--- config.mk ---
export PLATFORM = sky130hd
export DESIGN_NAME = robertson_mult_ctrl
export DESIGN_NICKNAME = d
export VERILOG_FILES = /design/src/rtl/robertson_mult_ctrl.sv
export SDC_FILE = /design/constraint.sdc
export NUM_CORES = 1
export LEC_CHECK = 0
export CORE_AREA = 2 2 85 95
export DETAILED_ROUTE_END_ITERATION = 6
export DIE_AREA = 0 0 87 97
export GPL_ROUTABILITY_DRIVEN = 0
export PLACE_DENSITY = 0.76
export REMOVE_ABC_BUFFERS = 1
export SETUP_SLACK_MARGIN = 0.02
export SLEW_MARGIN = 20
export SYNTH_ARGS = -nofsm -noshare
export SYNTH_HDL_FRONTEND = slang
export SYNTH_SLANG_ARGS = --single-unit
--- constraint.sdc ---
create_clock -name clk -period 3 [get_ports clk]
set_input_delay 0.45 -clock clk [delete_from_list [all_inputs] [get_ports clk]]
set_output_delay 0.45 -clock clk [all_outputs]
set_load 0.01 [all_outputs]
--- src/rtl/robertson_mult_ctrl.sv ---
// Robertson shift-add multiplier controller: owns M, {A,Q} and the step counter.
// Optional `ifdef MULT_ABORT_EN adds an abort input that cancels a running multiply.
module robertson_mult_ctrl #(
    parameter int WIDTH = 16
) (
    input  logic               clk,
    input  logic               rst_n,
`ifdef MULT_ABORT_EN
    input  logic               abort,
`endif
    input  logic               start,
    input  logic               sgn,
    input  logic [WIDTH-1:0]   multiplicand,
    input  logic [WIDTH-1:0]   multiplier,
    output logic               busy,
    output logic               done,
    output logic [2*WIDTH-1:0] product
);
    localparam int CW = $clog2(WIDTH) + 1;

    typedef enum logic [1:0] {S_IDLE, S_RUN, S_DONE} state_t;

    state_t           r_state, w_next;
    logic [WIDTH-1:0] r_a, r_q, r_m;
    logic [CW-1:0]    r_cnt;
    logic             r_sgn;
    logic             w_load, w_step, w_last, w_abort;
    logic [WIDTH:0]   w_ext_a, w_ext_m, w_sum;

`ifdef MULT_ABORT_EN
    assign w_abort = abort;
`else
    assign w_abort = 1'b0;
`endif

    assign w_last = (r_cnt == CW'(WIDTH - 1));

    always_ff @(posedge clk or negedge rst_n) begin
        if (!rst_n) r_state <= S_IDLE;
        else        r_state <= w_next;
    end

    always_comb begin
        w_next = r_state;
        w_load = 1'b0;
        w_step = 1'b0;
        case (r_state)
            S_IDLE: if (start) begin
                w_next = S_RUN;
                w_load = 1'b1;
            end
            // abort wins over the final step; the partial {A,Q} is left untouched
            S_RUN: if (w_abort) begin
                w_next = S_IDLE;
            end else begin
                w_step = 1'b1;
                if (w_last) w_next = S_DONE;
            end
            S_DONE:  w_next = S_IDLE;
            default: w_next = S_IDLE;
        endcase
    end

    always_comb begin
        w_ext_a = r_sgn ? {r_a[WIDTH-1], r_a} : {1'b0, r_a};
        w_ext_m = r_sgn ? {r_m[WIDTH-1], r_m} : {1'b0, r_m};
        w_sum   = w_ext_a;
        // the signed multiplier's MSB carries negative weight, hence subtract on the last step
        if (r_q[0]) begin
            if (w_last && r_sgn) w_sum = w_ext_a - w_ext_m;
            else                 w_sum = w_ext_a + w_ext_m;
        end
    end

    always_ff @(posedge clk or negedge rst_n) begin
        if (!rst_n) begin
            r_a   <= '0;
            r_q   <= '0;
            r_m   <= '0;
            r_cnt <= '0;
            r_sgn <= 1'b0;
        end else if (w_load) begin
            r_a   <= '0;
            r_q   <= multiplier;
            r_m   <= multiplicand;
            r_cnt <= '0;
            r_sgn <= sgn;
        end else if (w_step) begin
            r_a   <= w_sum[WIDTH:1];
            r_q   <= {w_sum[0], r_q[WIDTH-1:1]};
            r_cnt <= r_cnt + 1'b1;
        end
    end

    assign busy    = (r_state == S_RUN);
    assign done    = (r_state == S_DONE);
    assign product = {r_a, r_q};
endmodule

# ---- Word-level counts from Yosys, hierarchy flattened
# Cells that the tools add are included.
dict set report word_totals {
  ff_bits 56
  word_cells 34
  out_inout_bits 34
  in_bits 36
}
dict set report classes {
  n_mux 16
  add_sub_neg 3
  reduce_logical 4
  n_eq_ne 5
}
# op count
set op_table {}
lappend op_table {{$mux 17} 4}
lappend op_table {{$mux 16} 4}
lappend op_table {{$add 17x17->17} 1}
lappend op_table {{$sub 17x17->17} 1}
lappend op_table {{$mux 5} 2}
lappend op_table {{$add 5x1->5 const B} 1}
lappend op_table {{$eq 5x4->1 const B} 1}
lappend op_table {{$mux 2} 2}
lappend op_table {{$pmux 2 s2} 1}
lappend op_table {{$mux 1} 3}
lappend op_table {{$eq 2x1->1 const B} 1}
lappend op_table {{$eq 2x2->1 const B} 1}
lappend op_table {{$logic_not 2->1} 1}
lappend op_table {{$ne 2x1->1 const B} 1}
lappend op_table {{$ne 2x2->1 const B} 1}
lappend op_table {{$reduce_and 2->1} 1}
lappend op_table {{$reduce_bool 2->1} 1}
lappend op_table {{$logic_and 1x1->1} 1}

# ---- Longest topological paths before layout
dict set report logic_depth {
  word_depth 6
  depth_mapped 15
  ltp_nobuf 15
}

# ---- Worst setup path before layout
# Ideal clock, no wire load.
dict set report synth_timing {
  path_kind {register -> register}
  startpoint {reg r_cnt[0]}
  endpoint {reg r_a[13]}
  n_path_buf 1
  t_required_ps 2931
  setup_slack_ps -348
  path_stages_with_launch 16
  arrival_ps 3278
  period_less_slack_ps 3348
  setup_ps 69
  path_cell_list {dfrtp_1 > ha_1 > and3_1 > ha_1 > and2_1 > clkbuf_1 > nor2_1 > xnor2_1 > ha_1 > nor2b_4 > o31a_1 > a41oi_2 > o21ai_1 > a211oi_1 > mux2_2 > nand3_1}
}
dict set report synth_between {
  elab_chain_cells 6
}
# element line_no
set synth_lines {}
lappend synth_lines {{from (decl)} 25} ;# logic [CW-1:0] r_cnt;
lappend synth_lines {{from (signal assigned)} 91} ;# r_cnt <= r_cnt + 1'b1;
lappend synth_lines {{$eq 5x4->1} 36} ;# assign w_last = (r_cnt == CW'(WIDTH - 1));
lappend synth_lines {{$logic_and 1x1->1} 70} ;# if (w_last && r_sgn) w_sum = w_ext_a - w_ext_m;
lappend synth_lines {{$mux 17} 70}
lappend synth_lines {{$mux 17} 69} ;# if (r_q[0]) begin
lappend synth_lines {{$mux 16} 88} ;# end else if (w_step) begin
lappend synth_lines {{$mux 16} 82} ;# end else if (w_load) begin
lappend synth_lines {{to (signal assigned)} 89} ;# r_a <= w_sum[WIDTH:1];
lappend synth_lines {{to (decl)} 24} ;# logic [WIDTH-1:0] r_a, r_q, r_m;
# Every way passes these cells. The select of a mux whose other input is x is not followed.
# A chain may end at the register's enable or synchronous reset.

# ---- Worst setup path after layout
dict set report layout_timing {
  startpoint {reg r_m[2]}
  endpoint {reg r_a[15]}
}
dict set report layout_between {
  elab_chain_cells 6
  word_cells_on_any_way 7
  cone_classes {2 x add/sub; 5 x mux}
}
# element line_no
set layout_lines {}
lappend layout_lines {{from (decl)} 24}
lappend layout_lines {{from (signal assigned)} 85} ;# r_m <= multiplicand;
lappend layout_lines {{$mux 17 (*)} 66} ;# w_ext_m = r_sgn ? {r_m[WIDTH-1], r_m} : {1'b0, r_m};
lappend layout_lines {{$add 17x17->17 or $sub 17x17->17 (tied branches)} {71, 70}}
lappend layout_lines {{$mux 17 (*)} 70}
lappend layout_lines {{$mux 17 (*)} 69}
lappend layout_lines {{$mux 16 (*)} 88}
lappend layout_lines {{$mux 16 (*)} 82}
# Mark *: on every way between the ends. The rest lies on a longest branch, timed or not. The select of a mux whose other input is x is not followed.

==> impl_metrics.csv <==
group,metric,value,unit
timing,setup_violations,8,
placement,placed_area,4591,um2
die,ports,70,
final_layout,insertedDiodeCount,0,
synth,post_synth_edffs,0,
setup_path,critical_path_arrival,3.45,ns
drt,post-route-drc-count,0,
synth,ys_dominant_reg_cell,"sky130_fd_sc_hd__dfrtp_1",
setup_path,timing.critical_path.cells,"nor4_2 > or2b_1 > nor2_2 > nor4b_4 > buf_4 > a31oi_1 > xnor2_1 > ha_1 > nand4_1 > or3_1 > o21ai_1 > mux2i_1 > xnor2_1 > o21ai_1",
run_status,outcome,"finished, violations left",
placement,io_buffer_count,69,
setup_path,critical_path.slowest_cell,"sky130_fd_sc_hd__dfrtp_1",
synth,async_reset_ff_share,100.0,%
global_routing,groute.usage.overall,24.11,%
clocking,cts-root-buf,"sky130_fd_sc_hd__clkbuf_8",
power_and_ir_drop,switching_power,3.161,mW
global_routing,first_global_vias,3579,
timing,timing.final.ws_setup,-0.2422,ns
timing,slew-limit-headroom,67.19,%
setup_path,crit_path_launch_type,"register",
clocking,clock_slew_at_reported_path_ffs,0.11,ns
die,placeable_area,7391,um2
global_routing,initial_antenna_violation_count,0,
power_and_ir_drop,clock_power_share,6.3,%
clocking,clock_sink_count,56,
die,die_height,97,um
run,cap_viol_max_count,0,
synth,fraction_of_the_yosys_area_taken_by_sequential_cells,40.61,%
global_routing,grt_start_max_net_pins,34,
timing,timing_worst_slew_pin_value,0.4915,ns
hold_path,min-delay-path-class,"in -> async",
clocking,cts_made_buffers,5,
die,initial_core_util,46.69,%
placement,pre_cts_slack,-0.3009,ns
timing,rsz_0062_raised_after_global_routing,"true",
drt,drt_total_wl,9973,um
drt,route.vias.total,3425,
die,floorplan.die.width,87,um
drt,detail-route-antenna-nets,0,
timing,timing_hold_violations_final,0,
drt,detail_route.iter0.violations,147,
setup_path,worst_path_largest_cell_delay,0.41,ns
drt,via_per_inst,5.560,
clocking,max_buffers_root_to_sink,2,
global_routing,globalRouteOverflowTotal,0,
timing,max_clock_freq,308.4,MHz
drt,drt_pre_antenna_iters,4,
power_and_ir_drop,irDropWorstVdd,818.5,uV
setup_path,timing.critical_path.to_type,"register",
timing,skew,0.007518,ns
power_and_ir_drop,power.static_leakage,2.303,nW
clocking,number_of_h_tree_levels,2,
timing,final.period_utilization,108.1,%
synth,netlist-cell-type-count,45,
global_routing,first_pass_grt_wire_length,16530,um
setup_path,timing.critical_path.required,3.21,ns
die,die_ar,8439,um2
power_and_ir_drop,power.share.sequential,21.3,%
drt,post_drt_wl_per_cell,16.19,um
synth,synth-seq-cells,56,
power_and_ir_drop,power_report.internal_total,3.955,mW
power_and_ir_drop,combPwrFrac,72.4,%
final_layout,area_delta_synth_final,45.87,%
synth,synthesis.yosys.warnings,0,
final_layout,nNetsFinal,584,
power_and_ir_drop,power_switching_share,44.43,%
run_status,failing_checks,"negative setup slack",
synth,syn-instance-count,402,
synth,syn_area,3451,um2
placement,place.detailed.hpwl,6773,um
setup_path,timing_worst_setup_path_type,"reg -> reg",
clocking,clock_tree_from_tritoncts,"built",
timing,final-max-slew-violation-count,0,
synth,synth_area_per_cell,8.584,um2
final_layout,layout.cell_area.non_filler,5034,um2
power_and_ir_drop,power-per-cell-area,1414,nW/um2
timing,final.min_clock_period,3.242,ns
setup_path,worst-path-max-fanout,4,
clocking,clock_insertion_delay_worst_skew,0.32,ns
final_layout,share_of_post_route_cells_with_drive_strength_above_1,23.25,%
die,std_cell_rows,33,
## worst max-delay path, delay by kind of cell (launching register included)
kind                     cells  cell delay (ns)
AND/OR/NAND/NOR              6             1.40
XOR/XNOR                     2             0.28
AO/OA/AOI/OAI                3             0.31
flip-flops                   1             0.41
buffers and inverters        1             0.18
multiplexers                 1             0.23
adder cells (fa/ha/maj)      1             0.31
## logic make-up (layout without fill, tap and decap cells)
family	Yosys count	in the layout	share of synthesized area [%]
xor gates and xnor gates	26	26	6.599
and+or+nand+nor	155	155	20.78
adders and majority gates	20	20	7.469
DFF	56	56	40.61
AOI/OAI and AO/OA	107	107	19.07
muxes	7	7	2.103
buffers and inverters	31	158	3.372
## final timing paths
| path | start | end | slack [ns] | cells after the start |
|---|---|---|---|---|
| setup / recovery | r_m[2] | r_a[15] | -0.24 | 14 |
| hold / removal | rst_n | r_q[14] | 0.45 | 2 |
| setup reg to reg | r_m[2] | r_a[15] | -0.24 | 14 |
| hold reg to reg | r_cnt[4] | r_cnt[4] | 0.52 | 2 |
| max in group asynchronous | rst_n | r_a[4] | 1.97 | 3 |
| min in group clk | r_cnt[4] | r_cnt[4] | 0.52 | 2 |
## layout by cell type (no fill, tap or decap), types with 3 or more instances in the layout
master / instances
sky130_fd_sc_hd__nor2_1: 16
sky130_fd_sc_hd__buf_4: 61
sky130_fd_sc_hd__a22oi_1: 15
sky130_fd_sc_hd__clkdlybuf4s50_1: 68
sky130_fd_sc_hd__a21o_1: 5
sky130_fd_sc_hd__and3_1: 5
sky130_fd_sc_hd__xnor2_1: 18
sky130_fd_sc_hd__nor2_2: 3
sky130_fd_sc_hd__o21a_1: 3
sky130_fd_sc_hd__nor2b_1: 5
sky130_fd_sc_hd__xor2_1: 6
sky130_fd_sc_hd__o21ai_1: 10
sky130_fd_sc_hd__o21ai_0: 21
sky130_fd_sc_hd__nand2_1: 90
sky130_fd_sc_hd__clkbuf_8: 5
sky130_fd_sc_hd__o21ai_2: 5
sky130_fd_sc_hd__buf_6: 6
sky130_fd_sc_hd__inv_1: 13
sky130_fd_sc_hd__dfrtp_1: 56
sky130_fd_sc_hd__a31oi_1: 10
sky130_fd_sc_hd__nand3_1: 12
sky130_fd_sc_hd__a21oi_1: 11
sky130_fd_sc_hd__a21oi_2: 11
sky130_fd_sc_hd__mux2i_1: 5
sky130_fd_sc_hd__ha_1: 15
## registers in the layout, summed over array words and instances (netlist names)
signal / count
r_sgn: 1
r_cnt: 5
r_q: 16
r_a: 16
r_state: 2
r_m: 16
## area by class of cell
class | instances | area (um2)
Timing Repair Buffer | 137 | 1221
Multi-Input combinational cell | 315 | 2163
Inverter | 13 | 48.80
Clock inverter | 2 | 17.52
Fill cell | 540 | 2357
Clock buffer | 6 | 72.57
Tap cell | 87 | 108.9
Sequential cell | 56 | 1401
## synthesized netlist by cell type (all sizes together) (3+ instances only)
library cell,instances,area [um2]
a21o,5,37.54
a21oi,24,120.1
a22oi,15,112.6
a31oi,10,62.56
and2,4,25.03
and3,6,37.54
buf,5,18.77
clkbuf,13,48.80
dfrtp,56,1401
ha,19,237.7
inv,13,48.80
mux2i,5,50.05
nand2,91,341.6
nand3,13,65.06
nor2,20,75.07
nor2b,6,45.04
nor3,4,31.28
o21a,3,22.52
o21ai,36,180.2
o31ai,3,22.52
xnor2,19,166.4
xor2,7,61.31
## metrics by stage
step | TNS [ns] | power, mW | std cells | hold WS, ns | util (%)
floorplan | -0.5315 | 4.019 | 384 | 0.1544 | -
global placement | -0.7250 | 5.762 | 595 | 0.2513 | 62.11
detailed placement | -1.478 | 5.920 | 595 | 0.2515 | 62.11
CTS | -0.3660 | 6.624 | 615 | 0.4457 | 65.70
global route | -2.297 | 7.684 | 616 | 0.4474 | 68.11
finish | -1.127 | 7.116 | 616 | 0.4474 | 68.11
## power groups by stage
stage | Combinational [mW] | Clock, mW | Sequential (mW)
CTS | 4.68 | 0.453 | 1.49
global route | 5.64 | 0.489 | 1.56
finish | 5.15 | 0.447 | 1.52
global placement | 4.29 | 0 | 1.48
floorplan | 2.46 | 0 | 1.56
detailed placement | 4.43 | 0 | 1.49
## what timing repair did
item | CTS | global route
endpoints found under the setup margin | 10 | 11
hold buffers | 1 | 0
gates resized for setup | 25 | 42
hold endpoints to repair | 2 | 0
pin swaps | 22 | 30
buffers inserted | 11 | 4
## layer usage
layer	GRT usage [%]	wire length [um]	vias to the layer above	part of all wire, %
li1	-	-	1649	-
met1	29.09	4055	1632	41
met2	42.04	5111	126	51
met3	4.522	628	18	6.3
met4	8.534	178	0	1.8
met5	0	0	-	0
No activity file was read; power rests on OpenSTA's default activity.
